## src/rtl/msix_vector_ctrl_if.sv

```systemverilog
// Bundles the two buses of the MSI-X vector controller:
// the table access port used by the BAR register decoder and the
// irq_valid/irq_ready request channel consumed by irq_proc.
interface msix_vector_ctrl_if #(
   parameter int NUM_VEC = 4,
   parameter int VEC_W   = $clog2(NUM_VEC),
   parameter int TBL_AW  = VEC_W + 2
) ();
   logic              tbl_we;
   logic [TBL_AW-1:0] tbl_addr;
   logic [31:0]       tbl_wdata;
   logic              tbl_re;
   logic [31:0]       tbl_rdata;
   logic              tbl_rvalid;

   logic              irq_valid;
   logic [3:0]        irq_func;
   logic [63:0]       irq_addr;
   logic [31:0]       irq_data;
   logic              irq_ready;

   // Interrupt source side: serves table accesses, issues requests.
   modport master (
      input  tbl_we, tbl_addr, tbl_wdata, tbl_re, irq_ready,
      output tbl_rdata, tbl_rvalid, irq_valid, irq_func, irq_addr, irq_data
   );

   // Decoder / irq_proc side: drives table accesses, accepts requests.
   modport slave (
      output tbl_we, tbl_addr, tbl_wdata, tbl_re, irq_ready,
      input  tbl_rdata, tbl_rvalid, irq_valid, irq_func, irq_addr, irq_data
   );
endinterface

```

## src/rtl/msix_vector_ctrl.sv

```systemverilog
// MSI-X style interrupt source: vector table (address, data, mask),
// pending-bit array, round-robin arbitration over pending unmasked
// vectors and a single outstanding request on the irq handshake.
module msix_vector_ctrl #(
   parameter int         NUM_VEC  = 4,
   parameter int         VEC_W    = $clog2(NUM_VEC),
   parameter int         TBL_AW   = VEC_W + 2,
   parameter logic [3:0] FUNC_NUM = 4'd0
) (
   input  logic               clk,
   input  logic               rst,
   input  logic [NUM_VEC-1:0] irq_event,
   input  logic               msix_enable,
   input  logic               msix_func_mask,
   output logic [NUM_VEC-1:0] pba,
   msix_vector_ctrl_if.master bus
);

   typedef enum logic [1:0] {IDLE, LOAD, SEND} state_t;

   state_t             state_q, state_d;
   logic [31:0]        addr_lo  [NUM_VEC];
   logic [31:0]        addr_hi  [NUM_VEC];
   logic [31:0]        msg_data [NUM_VEC];
   logic [NUM_VEC-1:0] mask_q;
   logic [NUM_VEC-1:0] pba_q;
   logic [NUM_VEC-1:0] elig;
   logic [NUM_VEC-1:0] clr;
   logic [VEC_W-1:0]   grant_q;
   logic [VEC_W-1:0]   ptr_q;
   logic [VEC_W-1:0]   tbl_vec;
   logic [1:0]         tbl_dw;
   logic [31:0]        rd_mux;
   logic [31:0]        rdata_q;
   logic               rvalid_q;
   logic [63:0]        irq_addr_q;
   logic [31:0]        irq_data_q;
   logic               grant_en;
   logic               load_en;
   logic               hs;

   // First set bit of req at or above start, wrapping around the vector count.
   function automatic logic [VEC_W-1:0] rr_pick(input logic [NUM_VEC-1:0] req,
                                                input logic [VEC_W-1:0]   start);
      logic [VEC_W-1:0] idx;
      logic             found;
      rr_pick = start;
      found   = 1'b0;
      for (int i = 0; i < NUM_VEC; i++) begin
         idx = start + VEC_W'(i);
         if (!found && req[idx]) begin
            rr_pick = idx;
            found   = 1'b1;
         end
      end
   endfunction

   assign tbl_vec = bus.tbl_addr[TBL_AW-1:2];
   assign tbl_dw  = bus.tbl_addr[1:0];
   assign elig    = pba_q & ~mask_q & {NUM_VEC{msix_enable & ~msix_func_mask}};
   assign clr     = hs ? (NUM_VEC'(1) << grant_q) : '0;

   // Vector table storage; writes land in any FSM state, mask keeps bit0 only.
   always_ff @(posedge clk or posedge rst) begin
      if (rst) begin
         for (int i = 0; i < NUM_VEC; i++) begin
            addr_lo[i]  <= '0;
            addr_hi[i]  <= '0;
            msg_data[i] <= '0;
         end
         mask_q <= '1;
      end else if (bus.tbl_we) begin
         case (tbl_dw)
            2'd0:    addr_lo[tbl_vec]  <= bus.tbl_wdata;
            2'd1:    addr_hi[tbl_vec]  <= bus.tbl_wdata;
            2'd2:    msg_data[tbl_vec] <= bus.tbl_wdata;
            default: mask_q[tbl_vec]   <= bus.tbl_wdata[0];
         endcase
      end
   end

   // Read mux over the pre-write table contents.
   always_comb begin
      rd_mux = '0;
      case (tbl_dw)
         2'd0:    rd_mux = addr_lo[tbl_vec];
         2'd1:    rd_mux = addr_hi[tbl_vec];
         2'd2:    rd_mux = msg_data[tbl_vec];
         default: rd_mux = {31'd0, mask_q[tbl_vec]};
      endcase
   end

   // Registered read port with a one-cycle valid pulse.
   always_ff @(posedge clk or posedge rst) begin
      if (rst) begin
         rdata_q  <= '0;
         rvalid_q <= 1'b0;
      end else begin
         rvalid_q <= bus.tbl_re;
         if (bus.tbl_re) rdata_q <= rd_mux;
      end
   end

   // FSM state register.
   always_ff @(posedge clk or posedge rst) begin
      if (rst) state_q <= IDLE;
      else     state_q <= state_d;
   end

   // FSM next-state logic.
   always_comb begin
      state_d = state_q;
      case (state_q)
         IDLE:    if (|elig) state_d = LOAD;
         LOAD:    state_d = SEND;
         SEND:    if (bus.irq_ready) state_d = IDLE;
         default: state_d = IDLE;
      endcase
   end

   // FSM output decode: grant capture, payload load, handshake.
   always_comb begin
      grant_en = 1'b0;
      load_en  = 1'b0;
      hs       = 1'b0;
      case (state_q)
         IDLE:    grant_en = |elig;
         LOAD:    load_en  = 1'b1;
         SEND:    hs       = bus.irq_ready;
         default: ;
      endcase
   end

   // Grant index and round-robin pointer (advances past the served vector).
   always_ff @(posedge clk or posedge rst) begin
      if (rst) begin
         grant_q <= '0;
         ptr_q   <= '0;
      end else begin
         if (grant_en) grant_q <= rr_pick(elig, ptr_q);
         if (hs)       ptr_q   <= grant_q + 1'b1;
      end
   end

   // Request payload, frozen from LOAD until the handshake.
   always_ff @(posedge clk or posedge rst) begin
      if (rst) begin
         irq_addr_q <= '0;
         irq_data_q <= '0;
      end else if (load_en) begin
         irq_addr_q <= {addr_hi[grant_q], addr_lo[grant_q]};
         irq_data_q <= msg_data[grant_q];
      end
   end

   // Pending bits: a new event wins over the handshake clear.
   always_ff @(posedge clk or posedge rst) begin
      if (rst) pba_q <= '0;
      else     pba_q <= (pba_q & ~clr) | irq_event;
   end

   assign pba            = pba_q;
   assign bus.irq_valid  = (state_q == SEND);
   assign bus.irq_func   = FUNC_NUM;
   assign bus.irq_addr   = irq_addr_q;
   assign bus.irq_data   = irq_data_q;
   assign bus.tbl_rdata  = rdata_q;
   assign bus.tbl_rvalid = rvalid_q;

endmodule

```

## src/flat_wrapper.sv

```systemverilog
// flat-port wrapper written by rule: the top's interface ports become plain ports
module msix_vector_ctrl_flat 
#(
   parameter int         NUM_VEC  = 4,
   parameter int         VEC_W    = $clog2(NUM_VEC),
   parameter int         TBL_AW   = VEC_W + 2,
   parameter logic [3:0] FUNC_NUM = 4'd0
)
  (clk, rst, irq_event, msix_enable, msix_func_mask, pba, bus_tbl_we, bus_tbl_addr, bus_tbl_wdata, bus_tbl_re, bus_irq_ready, bus_tbl_rdata, bus_tbl_rvalid, bus_irq_valid, bus_irq_func, bus_irq_addr, bus_irq_data);
  msix_vector_ctrl_if #(.NUM_VEC(NUM_VEC), .VEC_W(VEC_W), .TBL_AW(TBL_AW)) bus_i ();
  input  logic clk;
  input  logic rst;
  input  logic [NUM_VEC-1:0] irq_event;
  input  logic msix_enable;
  input  logic msix_func_mask;
  output logic [NUM_VEC-1:0] pba;
  input wire logic [$bits(bus_i.tbl_we)-1:0] bus_tbl_we;
  input wire logic [$bits(bus_i.tbl_addr)-1:0] bus_tbl_addr;
  input wire logic [$bits(bus_i.tbl_wdata)-1:0] bus_tbl_wdata;
  input wire logic [$bits(bus_i.tbl_re)-1:0] bus_tbl_re;
  input wire logic [$bits(bus_i.irq_ready)-1:0] bus_irq_ready;
  output wire logic [$bits(bus_i.tbl_rdata)-1:0] bus_tbl_rdata;
  output wire logic [$bits(bus_i.tbl_rvalid)-1:0] bus_tbl_rvalid;
  output wire logic [$bits(bus_i.irq_valid)-1:0] bus_irq_valid;
  output wire logic [$bits(bus_i.irq_func)-1:0] bus_irq_func;
  output wire logic [$bits(bus_i.irq_addr)-1:0] bus_irq_addr;
  output wire logic [$bits(bus_i.irq_data)-1:0] bus_irq_data;
  assign bus_i.tbl_we = bus_tbl_we;
  assign bus_i.tbl_addr = bus_tbl_addr;
  assign bus_i.tbl_wdata = bus_tbl_wdata;
  assign bus_i.tbl_re = bus_tbl_re;
  assign bus_i.irq_ready = bus_irq_ready;
  assign bus_tbl_rdata = bus_i.tbl_rdata;
  assign bus_tbl_rvalid = bus_i.tbl_rvalid;
  assign bus_irq_valid = bus_i.irq_valid;
  assign bus_irq_func = bus_i.irq_func;
  assign bus_irq_addr = bus_i.irq_addr;
  assign bus_irq_data = bus_i.irq_data;
  msix_vector_ctrl #(.NUM_VEC(NUM_VEC), .VEC_W(VEC_W), .TBL_AW(TBL_AW), .FUNC_NUM(FUNC_NUM)) u_core (.clk(clk), .rst(rst), .irq_event(irq_event), .msix_enable(msix_enable), .msix_func_mask(msix_func_mask), .pba(pba), .bus(bus_i));
endmodule
```

## config.mk

```make
export PLATFORM = sky130hd
export DESIGN_NAME = msix_vector_ctrl_flat
export DESIGN_NICKNAME = d
export VERILOG_FILES = /design/src/rtl/msix_vector_ctrl_if.sv /design/src/rtl/msix_vector_ctrl.sv /design/src/flat_wrapper.sv
export SDC_FILE = /design/constraint.sdc
export NUM_CORES = 1
export LEC_CHECK = 0
export ABC_CLOCK_PERIOD_IN_PS = 50400
export CAP_MARGIN = 10
export CORE_MARGIN = 2
export CORE_UTILIZATION = 60
export CTS_CLUSTER_DIAMETER = 50
export DETAILED_ROUTE_END_ITERATION = 8
export MAX_ROUTING_LAYER = met4
export PLACE_DENSITY_LB_ADDON = 0.2
export SYNTH_ARGS = -nofsm -noshare
export SYNTH_HDL_FRONTEND = slang
export SYNTH_SLANG_ARGS = --single-unit
```

## constraint.sdc

```tcl
create_clock -name clk -period 50.4 [get_ports clk]
set_clock_uncertainty 0.1 [all_clocks]
set_input_delay 10.08 -clock clk [delete_from_list [all_inputs] [get_ports clk]]
set_output_delay 10.08 -clock clk [all_outputs]
set_load 0.005 [all_outputs]
```

==> impl_metrics.tcl <==
set metrics [dict create \
    antenna_found_initial 4 \
    syn_inst 1679 \
    synth-main-ff-cell "dfrtp_1" \
    cp-end-kind "flip-flop" \
    die_h_um 209 \
    place_congestion 0.789 \
    synth.most_common_cell "dfrtp_1" \
    crit_type "input pin to flip-flop" \
    nNetsFinal 1827 \
    fin_crit_sh_pct 24.9 \
    cp_slowest_cell "clkdlybuf4s50_1" \
    outcome "finished clean" \
    wirelength_um 61600 \
    fillers 2812 \
    routedWlPerCell_um 26.0 \
    synth_top_family_by_area "multiplexers" \
    detail-route-antenna-nets 0 \
    io_buffers 180 \
    powerDensity_nw_per_um2 53.6 \
    drtIter0Drc 1180 \
    yosysSeqAreaShare_pct 52.3 \
    synthDistinctLibCells 43 \
    io-pin-count 185 \
    hold_buffers 0 \
    clock_tree.buffer_depth 3 \
    cts_sinks 527 \
    synthAdderAreaFrac_pct 0.198 \
    cp_max_fo 17 \
    drc 0 \
    grt_max_degree 122 \
    cp_slowest_stage_delay_ns 0.94 \
    drive_above_1_share_pct 41.6 \
    setup.worst_path.start "bus_tbl_addr[0]" \
    clk_pin_slew_ns 0.06 \
    htreeDepth 2 \
    netlist.area_leader.share_pct 51.9 \
    setup-tns-final_ns 0 \
    synthTopCellsByArea "dfrtp_1 (52%), mux2_2 (21%), mux4_2 (11%), mux2i_1 (5.2%), a22oi_1 (1.8%)" \
    synth_edf_count 0 \
    syn_to_final_growth_pct 16.0 \
    synthArstFlopShare_pct 100 \
    cts_tree "yes" \
    worst_pin_slew_ns 1.32 \
    max_freq_ghz 0.0796 \
    cts_root_buf "clkbuf_16" \
    syn-mean-instance-area_um2 15.0 \
    cap_violations 0 \
    grt_pass1_wl_um 96200 \
    synth_common_cells "dfrtp_1 (523), mux2_2 (478), mux2i_1 (130), mux4_2 (127), buf_2 (72)" \
    peakVddDrop_v 0.0000390 \
    synth_xor_area_share_pct 0 \
    die_area_um2 43700 \
    post-place-ws_ns 37.13 \
    clkLatencyLatePin_ns 0.62 \
    core_area_um2 41800 \
    rows 75 \
    hold_violations 0 \
    initial_utilization_pct 60.4 \
    fp.dieW_um 209 \
    grt_pass1_vias 16082 \
    setup_slack_ns 37.84 \
    crit_chain "clkdlybuf4s50_1 > nand3b_1 > nor2_4 > buf_4 > mux2_2" \
    netlist_area_um2 25200 \
    synth_warnings 0 \
    track_usage_pct 29.7 \
    post-route-min-period_ns 12.56 \
    timing.rr.start "u_core.grant_q[0]" \
    setup_violations 0 \
    holdCritPathClass "flip-flop to flip-flop" \
    post_drt_via_cell_ratio 6.49 \
    yosys.area_share.simple_pct 1.72 \
    cts_buffers 57 \
    cp_data_required_time_ns 50.79 \
    cts_setup_buffers 0 \
    total_leakage_power_nw 12.5 \
    synth_top_cell_by_area "dfrtp_1" \
    place_hpwl_um 35200 \
    arrival_ns 12.94 \
    maxSlewViolCount 0 \
    firstDrtPassIters 5 \
    startpoint_type "input pin" \
    via_count 15354 \
    ys_seq_elements 527 \
    rsz0062_at_grt "false" \
    synthMuxAreaShare_pct 38.3 \
    holdCritStartpoint "u_core.bus.irq_addr[16]" \
    synth-compound-area-share_pct 4.26 \
    grt_overflow 0 \
    cts_resized 0 \
    slew_headroom_pct 11.6 \
]
## power breakdown
group	leakage, nW	internal (mW)	switching, mW
combinational	5.00	0.294	0.183
sequential	6.44	0.542	0.0914
clock	1.04	0.284	0.176
## cells in the final DEF (no fill, tap or decap), drive strengths merged, types with 5 or more instances in the layout
master and n:
nor2b 11, mux2 488, a21o 5, buf 21
mux2i 130, a22oi 62, nor2 42, a221oi 34
clkinv 14, a21oi 33, mux4 127, clkbuf 77
inv 8, bufinv 10, dfrtp 523, nand2 11
clkdlybuf4s50 176
## state kept, by name, indices dropped and copies added (netlist names)
signal / count
u_core.addr_lo: 128
u_core.mask_q: 4
u_core.ptr_q: 2
u_core.bus.tbl_rvalid: 1
u_core.bus.irq_addr: 64
u_core.msg_data: 128
u_core.bus.tbl_rdata: 32
u_core.state_q: 2
u_core.bus.irq_data: 32
u_core.addr_hi: 128
u_core.pba: 4
u_core.grant_q: 2
## metal layers
layer	track usage [%]	up-vias	part of all wire [%]
met4	10.8	0	3.6
met1	40.6	8223	43
met3	4.46	130	4.8
met5	-	-	0
met2	46.0	464	49
li1	-	6537	-
## cell families after synthesis
group,Yosys count
and+or+nand+nor,87
adders and majority gates,4
AOI/OAI and AO/OA,147
muxes,745
buffers and inverters,168
DFF,527
other,1
## stage by stage
stage | hold WS (ns) | instances | instance area (um2) | utilization [%] | power, mW
6_report | 0.402 | 2367 | 29300 | 70.1 | 1.57
3_3_place_gp | 0.389 | 2255 | 27100 | 65.0 | 1.10
2_1_floorplan | 0.371 | 1682 | 25200 | - | 0.928
4_1_cts | 0.407 | 2362 | 29200 | 70.0 | 1.58
3_5_place_dp | 0.394 | 2255 | 27100 | 65.0 | 1.11
5_1_grt | 0.414 | 2367 | 29300 | 70.1 | 1.64
## path summary, 6_finish.rpt
check / endpoint / slack, ns / cells past startpoint
worst min-delay path: u_core.bus.irq_addr[16] / 0.40 / 1
worst min register to register: u_core.bus.irq_addr[16] / 0.40 / 1
min in group asynchronous: u_core.addr_lo[5] / 9.93 / 2
worst max-delay path: u_core.addr_hi[62] / 37.84 / 5
max in group asynchronous: u_core.addr_hi[57] / 37.89 / 4
worst max register to register: u_core.bus.irq_addr[62] / 47.04 / 4
## final cells by class
type / instances / area [um2] / area share [%]
diodes: 4 / 10.0 / 0.0342
multi-input cells: 987 / 11300 / 38.7
flip-flops and latches: 527 / 13200 / 45.1
clock inverters: 31 / 430 / 1.47
clock buffers: 76 / 1670 / 5.71
inverters: 5 / 26.3 / 0.0898
repair buffers: 198 / 1940 / 6.63
well taps: 539 / 674 / 2.30
## critical path: cells and delay by family
family | cells | cell delay [ns]
muxes | 1 | 0.38
buffers and inverters | 2 | 1.42
and+or+nand+nor | 2 | 1.03
Power figures use the tool's default switching activity.
